**src/rtl/pipe_stage_skid.sv**
```systemverilog
// Pipeline stage register with a two-entry skid buffer and synchronous flush.
// Optional saturating back-pressure counter enabled by PIPE_STAGE_STALLCNT_EN.
module pipe_stage_skid #(
  parameter int unsigned DATA_W = 224,
  parameter int unsigned CNT_W  = 16
) (
  input  logic              clk,
  input  logic              reset,
  input  logic              in_valid,
  input  logic [DATA_W-1:0] in_data,
  output logic              in_ready,
  output logic              out_valid,
  output logic [DATA_W-1:0] out_data,
  input  logic              out_ready,
  input  logic              flush
`ifdef PIPE_STAGE_STALLCNT_EN
  ,
  output logic [CNT_W-1:0]  stall_cnt
`endif
);

  // Encoding chosen so out_valid is bit 0 and in_ready is the inverse of bit 1.
  typedef enum logic [1:0] {
    EMPTY = 2'b00,
    ONE   = 2'b01,
    FULL  = 2'b11
  } state_t;

  if (DATA_W == 0 || CNT_W == 0) begin : g_param_check
    $error("pipe_stage_skid: DATA_W and CNT_W must be non-zero");
  end

  state_t            state_q, state_d;
  logic [DATA_W-1:0] main_q, main_d;
  logic [DATA_W-1:0] skid_q, skid_d;
  logic              in_fire;
  logic              out_fire;

  // State and payload registers
  always_ff @(posedge clk or negedge reset) begin
    if (!reset) begin
      state_q <= EMPTY;
      main_q  <= '0;
      skid_q  <= '0;
    end else begin
      state_q <= state_d;
      main_q  <= main_d;
      skid_q  <= skid_d;
    end
  end

  // Next-state and payload movement; flush overrides everything
  always_comb begin
    state_d  = state_q;
    main_d   = main_q;
    skid_d   = skid_q;
    in_fire  = in_valid & in_ready & ~flush;
    out_fire = out_valid & out_ready & ~flush;
    if (flush) begin
      state_d = EMPTY;
      main_d  = '0;
      skid_d  = '0;
    end else begin
      case (state_q)
        EMPTY: begin
          if (in_fire) begin
            main_d  = in_data;
            state_d = ONE;
          end
        end
        ONE: begin
          if (in_fire && out_fire) begin
            main_d = in_data;
          end else if (in_fire) begin
            skid_d  = in_data;
            state_d = FULL;
          end else if (out_fire) begin
            main_d  = '0;
            state_d = EMPTY;
          end
        end
        FULL: begin
          if (out_fire) begin
            main_d  = skid_q;
            skid_d  = '0;
            state_d = ONE;
          end
        end
        default: begin
          state_d = EMPTY;
          main_d  = '0;
          skid_d  = '0;
        end
      endcase
    end
  end

  // Outputs decoded straight from the state and main registers
  always_comb begin
    in_ready  = ~state_q[1];
    out_valid = state_q[0];
    out_data  = main_q;
  end

`ifdef PIPE_STAGE_STALLCNT_EN
  // Saturating count of cycles a live payload waited on downstream
  always_ff @(posedge clk or negedge reset) begin
    if (!reset) begin
      stall_cnt <= '0;
    end else if (out_valid && !out_ready && !flush && (stall_cnt != {CNT_W{1'b1}})) begin
      stall_cnt <= stall_cnt + CNT_W'(1);
    end
  end
`endif

endmodule

```
**config.mk**
```make
export PLATFORM = sky130hd
export DESIGN_NAME = pipe_stage_skid
export DESIGN_NICKNAME = d
export VERILOG_FILES = /design/src/rtl/pipe_stage_skid.sv
export SDC_FILE = /design/constraint.sdc
export NUM_CORES = 1
export LEC_CHECK = 0
export CORE_MARGIN = 4
export CORE_UTILIZATION = 46
export DETAILED_ROUTE_END_ITERATION = 10
export GPL_TIMING_DRIVEN = 0
export PLACE_DENSITY = 0.77
export SYNTH_ARGS = -nofsm -noshare
export SYNTH_HDL_FRONTEND = slang
export SYNTH_SLANG_ARGS = --single-unit
```
**constraint.sdc**
```tcl
create_clock -name clk -period 1.74 [get_ports clk]
set_input_delay 0.348 -clock clk [delete_from_list [all_inputs] [get_ports clk]]
set_output_delay 0.348 -clock clk [all_outputs]
set_load 0.005 [all_outputs]
```
# After elaboration in Yosys (flattened, before gate mapping)
# Cells that the tools add are included.
# op_classes
eq_ne,10
muxes,17
bitwise_logic,6
reduce_logical,5
# op_table
operator,n
$mux W224,8
$pmux W224 S3,2
$mux W2,6
$ne A3 B3 Y1 const B,4
$ne A4 B4 Y1 const B,3
$reduce_and A4 Y1,3
$pmux W2 S3,1
$and A1 B1 Y1,4
$eq A2 B1 Y1 const B,1
$eq A2 B2 Y1 const B,1
$logic_not A2 Y1,1
$ne A2 B2 Y1 const B,1
$not A1 Y1,2
$logic_and A1 B1 Y1,1
# word_totals
regBits,450
inputBits,229
out_inout_bits,226
elab_cells,41

# Depth between registers and ports, before layout
# depth
depth_word,7
ltp_mapped,10
ltp_nobuf,6

# Worst setup path before layout
# Ideal clock, no wire load.
# synth_path
kind,flip-flop to flip-flop
from,register state_q[1]
to,"register main_q[100], in the netlist out_data[100]"
t_arrival_ns,1.780
t_required_ns,1.610
setup_slack_ns,-0.170
path_stages_with_launch,11
n_path_buf,4
period_less_slack_ns,1.910
cell_sequence,dfrtp_1 inv_1 ha_1 nor2b_1 buf_2 a31o_1 buf_6 buf_6 buf_6 a22oi_1 o2bb2ai_1
# synth_via
elab_chain_cells,7
# synth_rtl
item,line,text
start: declaration,33,"state_t state_q, state_d;"
start signal: assignment,46,state_q <= state_d;
$not A1 Y1 *,100,in_ready = ~state_q[1];
named net in_ready,11,"output logic in_ready,"
$and A1 B1 Y1 * (2 in series),57,in_fire = in_valid & in_ready & ~flush;
$logic_and A1 B1 Y1,72,if (in_fire && out_fire) begin
$mux W224,72,
$pmux W224 S3,64,case (state_q)
$mux W224,59,if (flush) begin
end signal: assignment,47,main_q <= main_d;
end: declaration,34,"logic [DATA_W-1:0] main_q, main_d;"
# The timed path passes the listed nets; every way through them passes the cells marked *.
# A chain may end at the register's enable or synchronous reset.

# Final worst setup path
# layout_path
from,register state_q[1]
to,"register main_q[90], in the netlist out_data[90]"
# layout_via
elab_chain_cells,7
# layout_rtl
item,line
$not A1 Y1,100
$and A1 B1 Y1 (2 in series),57
$logic_and A1 B1 Y1,72
$mux W224,72
$pmux W224 S3,64
$mux W224,59
# Parallel ways exist; a longest one is shown, timed or not.

==> impl_metrics.csv <==
group,metric,value,unit
status,status,"finished, violations left",
status,violations,"negative hold slack, negative setup slack",
setup_path,crit_slowest_cell,"dfrtp_2",
die,coreArea,43200,um2
sta,finalSetupTns,-87800,ps
sta,hold_ws,-257,ps
logic_synthesis,ys.warnings.count,0,
detailed_routing,drt_iter0_markers,1285,
detailed_routing,drt-total-wl,64.0,mm
power,p_leak,13.0,nW
die,die-area,47100,um2
power,powerDensity,1490,nW/um2
sta,max_freq,0.498,GHz
worst_hold_path,min_path_type,"in -> async",
global_routing,antenna_found_initial,14,
final_layout,nNetsFinal,2530,
setup_path,path_max_fanout,9,
setup_path,r2r-start,"state_q[1]$_DFFE_PN0P_",
sta,max_slew.worst_pin.slew,731,ps
die,ios,455,
logic_synthesis,synth_most_common_cell,"dfrtp_1",
setup_path,arrival,2460,ps
sta,relSlewSlack,51.3,%
sta,fin_worst_skew,13.9,ps
logic_synthesis,syn-cell-area,20100,um2
logic_synthesis,yosys_most_used_dff,"dfrtp_1",
sta,layout_min_cycle_time,2010,ps
placed_design,placement.io_buffers,454,
logic_synthesis,synthArstFlopShare,100,%
logic_synthesis,synth_area_leader_cell,"dfrtp_1",
final_layout,stdcell_count,2925,
setup_path,endpoint_kind,"flip-flop",
detailed_routing,vias_per_cell,5.57,
final_layout,drive_above_1_share,19.0,%
setup_path,worst-path-buf-inv,4,
sta,min_period_over_period,115,%
clock_network,clk_pin_slew,60,ps
clock_network,h-tree-depth,2,
die,start_util,46.6,%
clock_network,cts_buffers,48,
global_routing,grt_use_total,25.2,%
global_routing,grt_max_degree,126,
clock_network,insertion_delay,580,ps
final_layout,synthToLayoutAreaGrowth,45.1,%
setup_path,reg2reg_depth,9,
global_routing,grt_pass1_vias,16800,
setup_path,startpoint_type,"flip-flop",
sta,finalSetupViolCount,671,
sta,hold_viol_final,91,
placed_design,gp_congestion,0.859,
final_layout,seqCellArea,11300,um2
global_routing,grt_pass1_wl,95.5,mm
setup_path,path_cells,"inv_4, ha_4, nor2b_4, a31o_4, buf_12, buf_16, clkbuf_16, a22oi_2, o2bb2ai_1",
run,drv_cap,0,
die,die_h,217,um
setup_path,r2r_setup_slack,-270,ps
detailed_routing,route.detailed.drc,0,
final_layout,fin_util,67.6,%
sta,timing.final.max_slew_violations,0,
logic_synthesis,ys_ff_latch,450,
logic_synthesis,synth-edff-count,0,
sta,fin_ws,-269,ps
clock_network,cts_tree,"yes",
power,power.total,43.6,mW
logic_synthesis,syn_area_per_cell,11.5,um2
detailed_routing,first_pass_iters,5,
setup_path,critPathTopFamily,"buffers and inverters",
clock_network,clock_sinks,450,
detailed_routing,route.detailed.wl_per_inst,21.9,um
logic_synthesis,synthTopCellsByArea,"dfrtp_1 56%, mux2i_1 11%, o2bb2ai_1 9.8%",
die,die-width,217,um
placed_design,place_ws,-1080,ps
clock_network,root_buffer,"clkbuf_16",
logic_synthesis,netlist.area_leader.share,56.0,%
setup_path,r2r_end,"out_data[90]$_DFFE_PN0P_",
placed_design,place_inst,2789,
sta,grt_setup_unrepaired,"yes",
final_layout,fillers,3131,
detailed_routing,route.vias.total,16300,
detailed_routing,antenna_left,0,
setup_path,critPathMaxStageDelay,450,ps
logic_synthesis,syn_inst,1747,
power,ir_worst_vdd,0.967,mV
placed_design,dp_hpwl,42.5,mm
final_layout,design_area,29200,um2
logic_synthesis,yosysUniqueCellTypes,28,
final_layout,multi_input_area,7900,um2
placed_design,dpl_cell_area,25700,um2
clock_network,clock_path_buffers,3,
global_routing,grt_overflow_total,0,
logic_synthesis,syn_nets,1980,
setup_path,worstPathRequired,2190,ps
logic_synthesis,seq_area_frac_synth,56.0,%
logic_synthesis,netlist_top_cells_count,"450 x dfrtp_1, 227 x nand2_1, 226 x inv_1",
die,rows,76,
setup_path,crit_type,"reg -> reg",
==> worst reg2reg max path, stage by stage, from the launching register on <==
cell	delay, ps
dfrtp_2	450
inv_4	70
ha_4	180
nor2b_4	140
a31o_4	290
buf_12	150
buf_16	160
clkbuf_16	190
a22oi_2	150
o2bb2ai_1	100
==> flip-flops by register name, summed over array words and instances (netlist names) <==
name	count
out_data	224
skid_q	224
state_q	2
==> cell usage in the layout (no fill, tap or decap), drive strengths merged, types with 2 or more instances in the layout <==
| cell | count |
|---|---|
| inv | 228 |
| nor2 | 3 |
| dlygate4sd2 | 2 |
| diode | 7 |
| bufinv | 3 |
| o2bb2ai | 224 |
| clkbuf | 152 |
| nor2b | 2 |
| a22oi | 225 |
| dfrtp | 450 |
| ha | 4 |
| nand2b | 2 |
| buf | 114 |
| mux2i | 225 |
| clkdlybuf4s50 | 449 |
| dlymetal6s2s | 2 |
| clkinv | 10 |
| nand2 | 227 |
==> what timing repair did <==
item | 4_1_cts | 5_1_grt
pin swaps | 4 | 39
resized for setup | 159 | 208
gates cloned | 0 | 22
hold endpoints to repair | 91 | 91
setup buffers | 9 | 13
setup endpoints to repair | 675 | 674
==> layout make-up <==
cell class	instances	share of cell area, %
plain buffers	147	5.12
diodes	7	0.0600
repair buffers	501	18.4
clock inverters	15	0.553
inverters	226	2.91
clock buffers	71	4.79
multi-input cells	923	27.1
well taps	585	2.51
flip-flops and latches	450	38.6
==> cell families (layout without fill, tap and decap cells) <==
group / Yosys count / count (layout) / share of synthesized area [%]
AOI/OAI and AO/OA: 456 / 456 / 19.5
muxes: 226 / 226 / 11.2
buffers and inverters: 374 / 960 / 8.54
xor gates and xnor gates: 1 / 1 / 0.0435
adders and majority gates: 4 / 4 / 0.249
other: 0 / 7 / 0
DFF: 450 / 450 / 56.0
and+or+nand+nor: 236 / 236 / 4.48
==> power by group <==
part           switching (mW)  total [mW]  internal (mW)
clock                    4.28        10.3           6.00
sequential               1.79        14.9           13.1
combinational            8.87        18.5           9.62
==> per-layer routing <==
layer	global-route usage, %	wire length (um)
met1	32.1	25900
met2	41.6	31400
met3	6.91	4290
met4	9.43	2380
met5	0	57
==> how the worst max path moves through the flow <==
stage                            from                         to  cells after the start
6_report       state_q[1]$_DFFE_PN0P_   out_data[90]$_DFFE_PN0P_                      9
3_5_place_dp                out_ready  out_data[109]$_DFFE_PN0P_                      7
3_3_place_gp                    reset     state_q[0]$_DFFE_PN0P_                      1
5_1_grt        state_q[1]$_DFFE_PN0P_    skid_q[134]$_DFFE_PN0P_                      8
2_1_floorplan  state_q[1]$_DFFE_PN0P_   out_data[10]$_DFFE_PN0P_                     10
4_1_cts        state_q[1]$_DFFE_PN0P_    out_data[1]$_DFFE_PN0P_                     10
(Power assumes the default switching activity.)
